==> src/rtl/ifu_prefetch_pkg.sv <==
// rtl/ifu_prefetch_pkg.sv - shared widths and entry type for the prefetching fetch unit
`ifndef BUS_WIDTH
`define BUS_WIDTH 32
`endif
`ifndef DATA_WIDTH
`define DATA_WIDTH 32
`endif
`ifndef INST_BYTES
`define INST_BYTES 4
`endif

package ifu_prefetch_pkg;

    localparam int BUS_WIDTH  = `BUS_WIDTH;
    localparam int DATA_WIDTH = `DATA_WIDTH;
    localparam int INST_BYTES = `INST_BYTES;

    typedef logic [BUS_WIDTH-1:0]  pc_t;
    typedef logic [DATA_WIDTH-1:0] inst_t;

    typedef struct packed {
        inst_t data;
        pc_t   pc;
    } fetch_entry_t;

endpackage

==> src/rtl/ifu_prefetch_if.sv <==
// rtl/ifu_prefetch_if.sv - ROM request/grant port, redirect and IF/ID stream of the fetch unit
interface ifu_prefetch_if;
    import ifu_prefetch_pkg::*;

    logic  redirect;
    pc_t   redirect_pc;
    logic  rom_req;
    pc_t   rom_addr;
    logic  rom_gnt;
    logic  rom_rvalid;
    inst_t rom_rdata;
    logic  inst_valid;
    logic  inst_ready;
    inst_t inst_data;
    pc_t   inst_pc;

    modport master (
        input  redirect, redirect_pc,
        output rom_req, rom_addr,
        input  rom_gnt, rom_rvalid, rom_rdata,
        output inst_valid, inst_data, inst_pc,
        input  inst_ready
    );

    modport slave (
        output redirect, redirect_pc,
        input  rom_req, rom_addr,
        output rom_gnt, rom_rvalid, rom_rdata,
        input  inst_valid, inst_data, inst_pc,
        output inst_ready
    );

endinterface

==> src/rtl/ifu_prefetch_fetch_fifo.sv <==
// rtl/ifu_prefetch_fetch_fifo.sv - synchronous FIFO with flush, occupancy count and registered head
module fetch_fifo #(
    parameter int DEPTH = 4,
    parameter int WIDTH = 64,
    localparam int AW = $clog2(DEPTH),
    localparam int CW = AW + 1
) (
    input  logic             clk,
    input  logic             rst_n,
    input  logic             push,
    input  logic [WIDTH-1:0] push_data,
    input  logic             pop,
    input  logic             flush,
    output logic [CW-1:0]    count,
    output logic             head_valid,
    output logic [WIDTH-1:0] head_data
);

    localparam logic [CW-1:0] FULL_CNT = CW'(DEPTH);

    logic [WIDTH-1:0] mem [DEPTH];
    logic [AW-1:0]    wr_ptr;
    logic [AW-1:0]    rd_ptr;
    logic             do_push;
    logic             do_pop;

    assign do_push = push && !flush && (count != FULL_CNT);
    assign do_pop  = pop && !flush && (count != '0);

    // Storage is cleared on reset so an idle head reads as zero.
    always_ff @(posedge clk or negedge rst_n) begin
        if (!rst_n) begin
            wr_ptr <= '0;
            rd_ptr <= '0;
            count  <= '0;
            for (int i = 0; i < DEPTH; i++) begin
                mem[i] <= '0;
            end
        end else if (flush) begin
            wr_ptr <= '0;
            rd_ptr <= '0;
            count  <= '0;
        end else begin
            if (do_push) begin
                mem[wr_ptr] <= push_data;
                wr_ptr      <= wr_ptr + 1'b1;
            end
            if (do_pop) begin
                rd_ptr <= rd_ptr + 1'b1;
            end
            if (do_push && !do_pop) begin
                count <= count + 1'b1;
            end else if (!do_push && do_pop) begin
                count <= count - 1'b1;
            end
        end
    end

    assign head_valid = (count != '0);
    assign head_data  = mem[rd_ptr];

endmodule

==> src/rtl/ifu_prefetch.sv <==
// rtl/ifu_prefetch.sv - sequential instruction prefetcher with credit-limited ROM fetch and branch flush
module ifu_prefetch
    import ifu_prefetch_pkg::*;
#(
    parameter int  DEPTH    = 4,
    parameter pc_t RESET_PC = '0,
    parameter int  PC_STEP  = INST_BYTES
) (
    input  logic           clk,
    input  logic           rst_n,
    ifu_prefetch_if.master bus
);

    localparam int AW = $clog2(DEPTH);
    localparam int CW = AW + 1;
    localparam logic [CW:0] CREDIT_LIMIT = (CW + 1)'(DEPTH);

    pc_t          fetch_pc;
    logic         started;
    logic [CW-1:0] out_cnt;
    logic [CW-1:0] drop_cnt;
    logic [CW-1:0] fifo_count;
    logic [CW:0]   credits;

    pc_t          tag_q [DEPTH];
    logic [AW-1:0] tag_wr;
    logic [AW-1:0] tag_rd;

    logic         issue;
    logic         resp;
    logic         drop;
    logic         push;
    logic         pop;
    logic         head_valid;
    fetch_entry_t push_entry;
    fetch_entry_t head_entry;

    // Buffered plus in-flight words never exceed DEPTH, so every response has a slot.
    assign credits     = {1'b0, fifo_count} + {1'b0, out_cnt};
    assign bus.rom_req  = started && !bus.redirect && (credits < CREDIT_LIMIT);
    assign bus.rom_addr = fetch_pc;

    assign issue = bus.rom_req && bus.rom_gnt;
    assign resp  = bus.rom_rvalid && (out_cnt != '0);
    assign drop  = resp && (drop_cnt != '0);
    assign push  = resp && !drop && !bus.redirect;
    assign pop   = bus.inst_valid && bus.inst_ready && !bus.redirect;

    assign push_entry = {bus.rom_rdata, tag_q[tag_rd]};

    always_ff @(posedge clk or negedge rst_n) begin
        if (!rst_n) begin
            started  <= 1'b0;
            fetch_pc <= RESET_PC;
            out_cnt  <= '0;
            drop_cnt <= '0;
            tag_wr   <= '0;
            tag_rd   <= '0;
        end else begin
            started <= 1'b1;
            out_cnt <= out_cnt + CW'(issue) - CW'(resp);
            if (bus.redirect) begin
                // Everything still outstanding belongs to the abandoned path.
                fetch_pc <= bus.redirect_pc;
                drop_cnt <= out_cnt - CW'(resp);
                tag_wr   <= '0;
                tag_rd   <= '0;
            end else begin
                if (issue) begin
                    fetch_pc <= fetch_pc + pc_t'(PC_STEP);
                    tag_wr   <= tag_wr + 1'b1;
                end
                if (drop) begin
                    drop_cnt <= drop_cnt - 1'b1;
                end
                if (push) begin
                    tag_rd <= tag_rd + 1'b1;
                end
            end
        end
    end

    always_ff @(posedge clk) begin
        if (issue) begin
            tag_q[tag_wr] <= fetch_pc;
        end
    end

    fetch_fifo #(
        .DEPTH (DEPTH),
        .WIDTH ($bits(fetch_entry_t))
    ) u_fetch_fifo (
        .clk        (clk),
        .rst_n      (rst_n),
        .push       (push),
        .push_data  (push_entry),
        .pop        (pop),
        .flush      (bus.redirect),
        .count      (fifo_count),
        .head_valid (head_valid),
        .head_data  (head_entry)
    );

    assign bus.inst_valid = head_valid;
    assign bus.inst_data  = head_entry.data;
    assign bus.inst_pc    = head_entry.pc;

    assert property (@(posedge clk) disable iff (!rst_n) !(bus.rom_rvalid && (out_cnt == '0)));

endmodule
==> src/flat_wrapper.sv <==
// flat-port wrapper written by rule: the top's interface ports become plain ports
module ifu_prefetch_flat import ifu_prefetch_pkg::*;
#(
    parameter int  DEPTH    = 4,
    parameter pc_t RESET_PC = '0,
    parameter int  PC_STEP  = INST_BYTES
)
  (clk, rst_n, bus_redirect, bus_redirect_pc, bus_rom_req, bus_rom_addr, bus_rom_gnt, bus_rom_rvalid, bus_rom_rdata, bus_inst_valid, bus_inst_data, bus_inst_pc, bus_inst_ready);
  ifu_prefetch_if bus_i ();
  input  logic clk;
  input  logic rst_n;
  input wire logic [$bits(bus_i.redirect)-1:0] bus_redirect;
  input wire logic [$bits(bus_i.redirect_pc)-1:0] bus_redirect_pc;
  output wire logic [$bits(bus_i.rom_req)-1:0] bus_rom_req;
  output wire logic [$bits(bus_i.rom_addr)-1:0] bus_rom_addr;
  input wire logic [$bits(bus_i.rom_gnt)-1:0] bus_rom_gnt;
  input wire logic [$bits(bus_i.rom_rvalid)-1:0] bus_rom_rvalid;
  input wire logic [$bits(bus_i.rom_rdata)-1:0] bus_rom_rdata;
  output wire logic [$bits(bus_i.inst_valid)-1:0] bus_inst_valid;
  output wire logic [$bits(bus_i.inst_data)-1:0] bus_inst_data;
  output wire logic [$bits(bus_i.inst_pc)-1:0] bus_inst_pc;
  input wire logic [$bits(bus_i.inst_ready)-1:0] bus_inst_ready;
  assign bus_i.redirect = bus_redirect;
  assign bus_i.redirect_pc = bus_redirect_pc;
  assign bus_rom_req = bus_i.rom_req;
  assign bus_rom_addr = bus_i.rom_addr;
  assign bus_i.rom_gnt = bus_rom_gnt;
  assign bus_i.rom_rvalid = bus_rom_rvalid;
  assign bus_i.rom_rdata = bus_rom_rdata;
  assign bus_inst_valid = bus_i.inst_valid;
  assign bus_inst_data = bus_i.inst_data;
  assign bus_inst_pc = bus_i.inst_pc;
  assign bus_i.inst_ready = bus_inst_ready;
  ifu_prefetch #(.DEPTH(DEPTH), .RESET_PC(RESET_PC), .PC_STEP(PC_STEP)) u_core (.clk(clk), .rst_n(rst_n), .bus(bus_i));
endmodule
==> config.mk <==
export PLATFORM = sky130hd
export DESIGN_NAME = ifu_prefetch_flat
export DESIGN_NICKNAME = d
export VERILOG_FILES = /design/src/rtl/ifu_prefetch_pkg.sv /design/src/rtl/ifu_prefetch_if.sv /design/src/rtl/ifu_prefetch_fetch_fifo.sv /design/src/rtl/ifu_prefetch.sv /design/src/flat_wrapper.sv
export SDC_FILE = /design/constraint.sdc
export NUM_CORES = 1
export LEC_CHECK = 0
export ABC_AREA = 1
export BUFFER_PORTS_ARGS = -buffer_cell sky130_fd_sc_hd__buf_4
export CORE_ASPECT_RATIO = 1.2
export CORE_MARGIN = 1
export CORE_UTILIZATION = 30
export CTS_CLUSTER_DIAMETER = 50
export DETAILED_ROUTE_END_ITERATION = 12
export PLACE_DENSITY = 0.49
export SKIP_CTS_REPAIR_TIMING = 1
export SLEW_MARGIN = 40
export SYNTH_ARGS = -nofsm -noshare
export SYNTH_HDL_FRONTEND = slang
export SYNTH_HIERARCHICAL = 1
export SYNTH_SLANG_ARGS = --single-unit
==> constraint.sdc <==
create_clock -name clk -period 4.81 [get_ports clk]
set_clock_uncertainty 0.2 [all_clocks]
set_input_delay 0.2405 -clock clk [delete_from_list [all_inputs] [get_ports clk]]
set_output_delay 0.2405 -clock clk [all_outputs]
set_load 0.01 [all_outputs]
# After elaboration in Yosys (flattened, before gate mapping)
# Memory sizes are Yosys's and may differ from the RTL's.
# Cells that the tools add are included.
[op_classes]
addsub = 12
order_cmp = 4
eq_ne = 1
mux = 23
bitwise_logic = 3
n_reduce_logical = 30
[op_table]
columns = ["cell", "n"]
rows = [
  ["$bwmux 256", 1],
  ["$mux 64", 3],
  ["$bmux 64 s2", 1],
  ["$demux 64 s2", 1],
  ["$mux 32", 2],
  ["$add 32x3->32 const B", 1],
  ["$logic_and 1x1->1", 16],
  ["$mux 2", 8],
  ["$mux 3", 5],
  ["$reduce_bool 3->1", 4],
  ["$reduce_bool 2->1", 5],
  ["$add 2x1->2 const B", 4],
  ["$ge 3x3->1 const B", 2],
  ["$not 2->3", 2],
  ["$sub 3x1->3", 2],
  ["$sub 3x1->3 const B", 2],
  ["$add 3x3->4", 1],
  ["$logic_not 1->1", 4],
  ["$lt 4x3->1 const B", 1],
  ["$add 3x1->3", 1],
  ["$add 3x1->3 const B", 1],
  ["$lt 3x1->1 const B", 1],
  ["$ne 3x3->1 const B", 1],
  ["$mux 1", 2],
  ["other kinds (2)", 2],
]
[totals]
register_bits = 306
mem_bits_rw = 128
input_bits = 70
output_inout_bits = 98
mem_count = 1
[memory_table]
columns = ["name", "depth", "width", "rd", "rd_clocked_by_memory_dff", "write_ports", "line", "source"]
rows = [
  ["u_core.tag_q", 4, 32, 1, 0, 1, "ifu_prefetch.sv:25", "pc_t tag_q [DEPTH];"],
]

# Longest topological paths before layout
# Gate-level depths: netlist of run 1.
[logic_depth]
word_depth = 13
mapped_depth = 17

# Hierarchy
# The synthesis of run 1 kept the hierarchy.
[modules_own_cells]
columns = ["mod", "instances", "cells_per_inst", "area_per_inst_um2", "seq_area_each_um2"]
rows = [
  ["fetch_fifo", 1, 1532, 12540.8, 6581.3],
  ["ifu_prefetch", 1, 796, 7896.3, 4919.7],
]

# Worst setup path after synthesis of run 1
# No wires, ideal clock.
[synth_timing]
kind = "flip-flop to flip-flop"
start = "reg u_core.u_fetch_fifo.count[2]"
end = "mem u_core/tag_q[0][0] in the netlist's numbering (enable)"
setup_time_ns = 0.421
t_arrival_ns = 2.617
t_required_ns = 4.189
setup_slack_ns = 1.572
path_stages_with_launch = 8
period_less_slack_ns = 3.238
cell_sequence = "dfrtp_1 ha_1 nor2_1 nand2_1 nor2_4 nand2_4 buf_2 nor2_1"
[synth_via]
elab_chain_len = 6
[synth_rtl]
columns = ["element", "line", "source"]
rows = [
  ["start: declaration", "ifu_prefetch_fetch_fifo.sv:14", "output logic [CW-1:0] count,"],
  ["start signal: assignment", "ifu_prefetch_fetch_fifo.sv:52", "count <= count + 1'b1;"],
  ["start signal: assignment", "ifu_prefetch_fetch_fifo.sv:54", "count <= count - 1'b1;"],
  ["$add 3x3->4", "ifu_prefetch.sv:39", "assign credits = {1'b0, fifo_count} + {1'b0, out_cnt};"],
  ["$lt 4x3->1", "ifu_prefetch.sv:40", "assign bus.rom_req = started && !bus.redirect && (credits < CREDIT_LIMIT);"],
  ["$logic_and 1x1->1", "ifu_prefetch.sv:40", ""],
  ["net bus_rom_req", "flat_wrapper.sv:14", "output wire logic [$bits(bus_i.rom_req)-1:0] bus_rom_req;"],
  ["$logic_and 1x1->1", "ifu_prefetch.sv:43", "assign issue = bus.rom_req && bus.rom_gnt;"],
  ["$mux 1", "ifu_prefetch.sv:84", "if (issue) begin"],
  ["$mux 1 (not written as such)", "ifu_prefetch.sv:85", "tag_q[tag_wr] <= fetch_pc;"],
  ["end: declaration", "ifu_prefetch.sv:25", ""],
]
# The timed path passes the listed nets, and every way through them passes these cells.

# Worst setup path in the final report of run 1
[layout_timing]
start = "reg u_core.u_fetch_fifo.rd_ptr[0]"
end = "out bus_inst_pc[12]"
[layout_via]
elab_chain_len = 4
[layout_rtl]
columns = ["element", "line", "source"]
rows = [
  ["start: declaration", "ifu_prefetch_fetch_fifo.sv:23", "logic [AW-1:0] rd_ptr;"],
  ["start signal: assignment", "ifu_prefetch_fetch_fifo.sv:49", "rd_ptr <= rd_ptr + 1'b1;"],
  ["$not 2->3 (not written as such)", "ifu_prefetch_fetch_fifo.sv:60", "assign head_data = mem[rd_ptr];"],
  ["$bmux 64 s2", "ifu_prefetch_fetch_fifo.sv:60", ""],
  ["$mux 64 (not written as such) (2 in a row)", "ifu_prefetch_fetch_fifo.sv:60", ""],
  ["end: declaration", "flat_wrapper.sv:21", "output wire logic [$bits(bus_i.inst_pc)-1:0] bus_inst_pc;"],
]
# No other way between the ends. The select of a mux whose other input is x is not followed.

==> impl_metrics.yaml, run 1 <==
worst_setup_path:
  crit_family: "buffers and inverters"
  crit_path_end_kind: "output pin"
  cp-endpoint: "bus_inst_pc[12]"
  path_class: "register to output pin"
  reg2reg_from: "u_core/out_cnt[1]"
  required_ns: 4.37
  reg2reg_slack_ns: 1.38
  slowest_delay_ns: 0.70
  crit_path_start: "u_core/u_fetch_fifo/rd_ptr[0]"
  r2r_end: "u_core/u_fetch_fifo/mem[199]"
  cp.depth: 5
  path_buf_inv: 3
  crit_fanout: 87
  critPathArrivalTime_ns: 3.05
  worstPathCellList: "inv_4 > buf_12 > o21ai_0 > o22ai_1 > buf_4"
  startpoint_type: "register"
  crit_path_top_delay_cell: "dfrtp_4"
  ff2ff_path_depth: 9
floorplan:
  core-area_um2: 67300
  die-area_um2: 69200
  rows: 104
  die_x_um: 240
  dieHeight_um: 288
  initial_utilization_pct: 30.4
  num_io_pins: 168
clocking:
  clockRootBuffer: "clkbuf_16"
  cts_sinks: 434
  clk_latency_ns: 0.61
  cts_buffers: 58
  cts_tree: "yes"
  htree_levels: 2
  clk_path_buf_depth: 3
  path_clk_slew_ns: 0.06
global_routing:
  first_global_vias: 16400
  antenna_found_initial: 0
  gr-usage-all-layers_pct: 17.9
  grt_first_pass_wirelength_um: 95700
  grt.overflow.total: 0
  grt_max_degree: 117
synth:
  synth_nets: 2417
  yosys-top-cells-count: "727 x nand2_1, 306 x dfrtp_1, 240 x o21ai_0"
  seq_area_frac_synth_pct: 56.3
  synth_top_area_share_pct: 37.5
  ys_ff_latch: 434
  ys.flop_type: "dfrtp_1"
  synth_edf_count: 128
  yosys.cell_count.top_type: "nand2_1"
  syn_inst: 2328
  synth_area_um2: 20400
  yosysWarningCount: 6
  ys_types: 37
  synthArstFlopShare_pct: 70.5
  ys_top_cells_by_area: "dfrtp_1 37%, edfxtp_1 19%, nand2_1 13%, o21ai_0 5.9%, o21ai_1 5.3%"
  synth.largest_area_cell: "dfrtp_1"
  syn_avg_cell_area_um2: 8.78
final_layout:
  seq_area_um2: 11500
  final_nets: 2603
  area_growth_pct: 21.6
  fill_cells: 6928
  postLayoutCoreUtil_pct: 36.9
  multiInputGateArea_um2: 7670
  drive_above_1_share_pct: 13.4
power:
  p_leak_uw: 0.0118
  p_total_uw: 11800
  clkPwrFrac_pct: 34.6
  power_density_nw_per_um2: 476
  switchingPower_uw: 3940
  p_sw_share_pct: 33.3
  cellInternalPower_uw: 7900
  ir_drop_mv: 0.334
  seq_power_share_pct: 39.8
  p_comb_share_pct: 25.7
drt:
  dr.pass1.iters: 6
  drtAntennaViolNets: 0
  drt_iter0_markers: 1128
  wire_per_inst_um: 18.1
  drt_wl_total_um: 62600
  vias: 16800
  drc_errors: 0
  vias_per_cell: 4.86
place:
  place_ws_ns: 1.39
  dp_hpwl_um: 35500
  gp_congestion: 0.807
  numPortBuffers: 167
sta:
  hold_violations: 7
  period_needed_ns: 3.49
  report.final.setup_viol: 0
  clock.fmax_mhz: 286
  postLayoutSetupSlackWorst_ns: 1.32
  tns_ns: 0
  fin_crit_sh_pct: 72.6
  tightest_slew_ns: 0.841
  rsz0062_at_grt: "false"
  whs_ns: -0.0237
  slew_violations: 0
  relSlewSlack_pct: 43.9
outcome:
  status: "finished, violations left"
  violations: "hold timing"
flow_run:
  cap_violations: 0
min_path:
  hp-class: "primary input to register"
-- cells by family (layout without fill, tap and decap cells) --
| group | count (synthesis) | after routing | synth area share [%] |
|---|---|---|---|
| AND/OR/NAND/NOR | 1063 | 1063 | 20.9 |
| XOR/XNOR | 15 | 15 | 0.643 |
| flip-flops | 434 | 434 | 56.3 |
| buffers and inverters | 229 | 459 | 6.24 |
| other | 1 | 2 | 0.0183 |
| AO/OA/AOI/OAI | 567 | 567 | 14.7 |
| adder cells (fa/ha/maj) | 19 | 19 | 1.24 |
-- sequential cells by signal, summed over array words and instances (netlist names) --
register                    flops
u_core/drop_cnt                 3
u_core/tag_wr                   2
u_core/u_fetch_fifo/mem       256
u_core/u_fetch_fifo/rd_ptr      2
u_core/tag_rd                   2
u_core/tag_q                  128
u_core/started                  1
u_core/bus.rom_addr            32
u_core/u_fetch_fifo/wr_ptr      2
u_core/out_cnt                  3
u_core/u_fetch_fifo/count       3
-- how the worst min path moves through the flow --
| stage | start | end | depth (start not counted) | slack (ns) |
|---|---|---|---|---|
| after floorplan | rst_n | u_core/bus.rom_addr[0] | 0 | -0.26 |
| after global placement | rst_n | u_core/u_fetch_fifo/mem[57] | 1 | 0.14 |
| after detailed placement | rst_n | u_core/u_fetch_fifo/mem[57] | 1 | -0.03 |
| after CTS | rst_n | u_core/u_fetch_fifo/mem[57] | 1 | -0.71 |
| after global routing | bus_redirect | u_core/bus.rom_addr[27] | 5 | 0.0007 |
| final | bus_redirect | u_core/bus.rom_addr[31] | 5 | -0.02 |
-- placed cells by master, fill, tap and decap left out, types with 3 or more instances in the layout --
| cell type | instances |
|---|---|
| nand2_1 | 727 |
| dfrtp_1 | 304 |
| o21ai_0 | 240 |
| nor2_1 | 234 |
| o21ai_1 | 217 |
| buf_4 | 185 |
| edfxtp_1 | 128 |
| o22ai_1 | 96 |
| dlygate4sd3_1 | 82 |
| inv_1 | 66 |
| clkbuf_16 | 59 |
| nand3_1 | 59 |
| ha_1 | 17 |
| nor2_2 | 15 |
| nand2_2 | 10 |
| clkinvlp_4 | 9 |
| clkbuf_1 | 9 |
| xnor2_1 | 9 |
| clkinv_2 | 7 |
| clkinv_1 | 6 |
| xor2_1 | 6 |
| inv_2 | 6 |
| clkinv_4 | 5 |
| nor2_4 | 5 |
| buf_6 | 5 |
| clkbuf_8 | 4 |
| o21bai_1 | 4 |
| nor2_8 | 4 |
| o21ai_2 | 4 |
| inv_8 | 3 |
| nor3_1 | 3 |
| buf_12 | 3 |
-- worst reg2reg max path, cell delays in order, from the launching register on --
cell	delay, ns
dfrtp_1	0.41
inv_1	0.12
a21boi_2	0.22
nand2_1	0.15
nor2_1	0.26
nand3_4	0.52
nor2_8	0.61
buf_4	0.59
nand2_1	0.20
nand2_1	0.10
-- metal layers --
metal	up-vias	track usage, %	share of wire (%)
met5	-	0	0
met4	0	5.67	2.6
met3	104	3.10	5.2
met2	426	29.9	48
met1	8175	23.4	44
li1	8126	-	-
-- cell type report --
cell class / instances / area share, %
Tap cell: 901 / 4.54
Inverter: 76 / 1.19
Multi-Input combinational cell: 1665 / 30.9
Clock buffer: 71 / 6.24
Timing Repair Buffer: 279 / 9.70
Antenna cell: 1 / 0.0101
Clock inverter: 33 / 1.15
Sequential cell: 434 / 46.3
-- power groups by stage --
stage / Sequential [uW] / Combinational (uW) / Clock, uW
after floorplan: 4640 / 1710 / 0
after global placement: 4760 / 3000 / 0
after detailed placement: 4780 / 3040 / 0
after CTS: 4710 / 3040 / 4210
after global routing: 4780 / 3380 / 4350
final: 4710 / 3040 / 4090
-- through the flow --
step                instance area [um^2]  cells
finish                             24900   3460
global route                       24800   3459
CTS                                24000   3376
detailed placement                 22200   3272
global placement                   22100   3271
floorplan                          20400   2328
(Power assumes the default switching activity.)
==> run 2, diff against run 1 <==
- PLACE_DENSITY: 0.49 -> 0.5
- clock period: 4.81 -> 3.2 ns (I/O delays scaled with it)
==> impl_metrics.yaml, run 2 (synthesis results as in run 1) <==
sta:
  clock.fmax_mhz: 341
  tightest_slew_ns: 0.853
  report.final.setup_viol: 0
  slew_violations: 0
  relSlewSlack_pct: 43.1
  fin_crit_sh_pct: 91.7
  period_needed_ns: 2.93
  whs_ns: -0.0320
  tns_ns: 0
  hold_violations: 41
  rsz0062_at_grt: "false"
worst_setup_path:
  slowest_delay_ns: 0.50
  critPathArrivalTime_ns: 2.57
  crit_fanout: 39
  startpoint_type: "register"
  crit_path_end_kind: "output pin"
  required_ns: 2.84
  worstPathCellList: "inv_4 > buf_4 > o21ai_0 > o22ai_1 > buf_4"
  path_class: "register to output pin"
  crit_path_top_delay_cell: "dfrtp_4"
  crit_path_start: "u_core/u_fetch_fifo/rd_ptr[0]"
  cp-endpoint: "bus_inst_pc[4]"
  reg2reg_from: "u_core/out_cnt[1]"
  r2r_end: "u_core/u_fetch_fifo/count[2]"
  cpMostUsedCell: "buf_4"
  ff2ff_path_depth: 15
  reg2reg_slack_ns: 0.50
global_routing:
  first_global_vias: 16600
  gr-usage-all-layers_pct: 18.0
  grt_max_degree: 129
  grt.overflow.total: 0
  grt_first_pass_wirelength_um: 96600
  antenna_found_initial: 0
final_layout:
  largest_register: "u_core/u_fetch_fifo/mem"
  final_cell_count_no_fill: 3477
  final_nets: 2618
  area_growth_pct: 23.3
  layout_commonest_cell: "nand2_1"
  drive_above_1_share_pct: 14.4
  largest_reg_flops: 256
  layout.cells.most_common_list: "727 x nand2_1, 304 x dfrtp_1, 240 x o21ai_0"
  postLayoutCoreUtil_pct: 37.5
  n_antenna_cell: 0
power:
  ir_drop_mv: 0.447
  p_leak_uw: 0.0120
  p_total_uw: 18400
  power_density_nw_per_um2: 731
clocking:
  cts_tree: "yes"
  cts_buffers: 60
  cts_sinks: 434
  clockRootBuffer: "clkbuf_16"
  clk_latency_ns: 0.62
  clk_path_buf_depth: 3
  path_clk_slew_ns: 0.05
  htree_levels: 2
drt:
  dr.pass1.iters: 6
  wire_per_inst_um: 18.0
  vias: 16900
  drc_errors: 0
  drtAntennaViolNets: 0
  drt_iter0_markers: 1018
  vias_per_cell: 4.86
  drt_wl_total_um: 62600
floorplan:
  die_x_um: 240
  core-area_um2: 67300
  num_io_pins: 168
  initial_utilization_pct: 30.4
  die-area_um2: 69200
  rows: 104
  dieHeight_um: 288
outcome:
  status: "finished, violations left"
  violations: "hold timing"
flow_run:
  cap_violations: 0
place:
  numPortBuffers: 167
  dp_cells: 3292
  dp_hpwl_um: 37500
  gp_congestion: 0.800
min_path:
  hp-class: "primary input to async pin"
-- run 2: cell count changes in the layout (fill, tap and decap cells not counted), sizes merged, moves of 2 or more --
cell	previous run	this run
bufinv	2	5
inv	80	85
clkinvlp	9	2
dlygate4sd3	82	76
buf	196	216
clkinv	18	16
clkbuf	72	77
-- run 2: critical path, delay by kind of cell (launching register included) --
kind                   cells  cell delay (ns)
flip-flops                 1             0.50
buffers and inverters      3             0.98
AO/OA/AOI/OAI              2             0.47
-- run 2: power breakdown --
| group | leakage, uW | internal [uW] | total (uW) | switching, uW |
|---|---|---|---|---|
| sequential | 0.00528 | 6480 | 7030 | 550 |
| clock | 0.000997 | 4100 | 6690 | 2590 |
| combinational | 0.00574 | 1800 | 4700 | 2900 |
-- run 2: through the flow --
step                worst slack [ns]  hold WS [ns]  cell area (um^2)
floorplan                    -0.0384        -0.336             20400
global placement               0.567        0.0241             22400
detailed placement             0.519        0.0284             22400
CTS                            0.189        -0.628             24400
global route                   0.182      0.000625             25200
finish                         0.266       -0.0320             25200
-- run 2: area by class of cell --
cell class                 instances  area [um^2]
fill                            6864        42100
clock inverter                    32          368
tap                              901         1130
multi-input combinational       1665         7670
inverter                          76          290
timing repair buffer             292         2580
clock buffer                      77         1670
sequential                       434        11500
-- run 2: metal layers --
metal / track usage, % / share of wire, %
met1: 23.4 / 44
met2: 30.0 / 48
met3: 3.38 / 5.2
met4: 6.07 / 2.8
met5: 0 / 0
-- run 2: how the worst min path moves through the flow --
stage                from                      endpoint  slack, ns  cells past startpoint
floorplan           rst_n        u_core/bus.rom_addr[0]      -0.34                      0
global placement    rst_n  u_core/u_fetch_fifo/mem[248]       0.02                      1
detailed placement  rst_n   u_core/u_fetch_fifo/mem[57]       0.03                      1
CTS                 rst_n   u_core/u_fetch_fifo/mem[57]      -0.63                      1
global route        rst_n   u_core/u_fetch_fifo/mem[57]     0.0006                      2
finish              rst_n   u_core/u_fetch_fifo/mem[56]      -0.03                      2
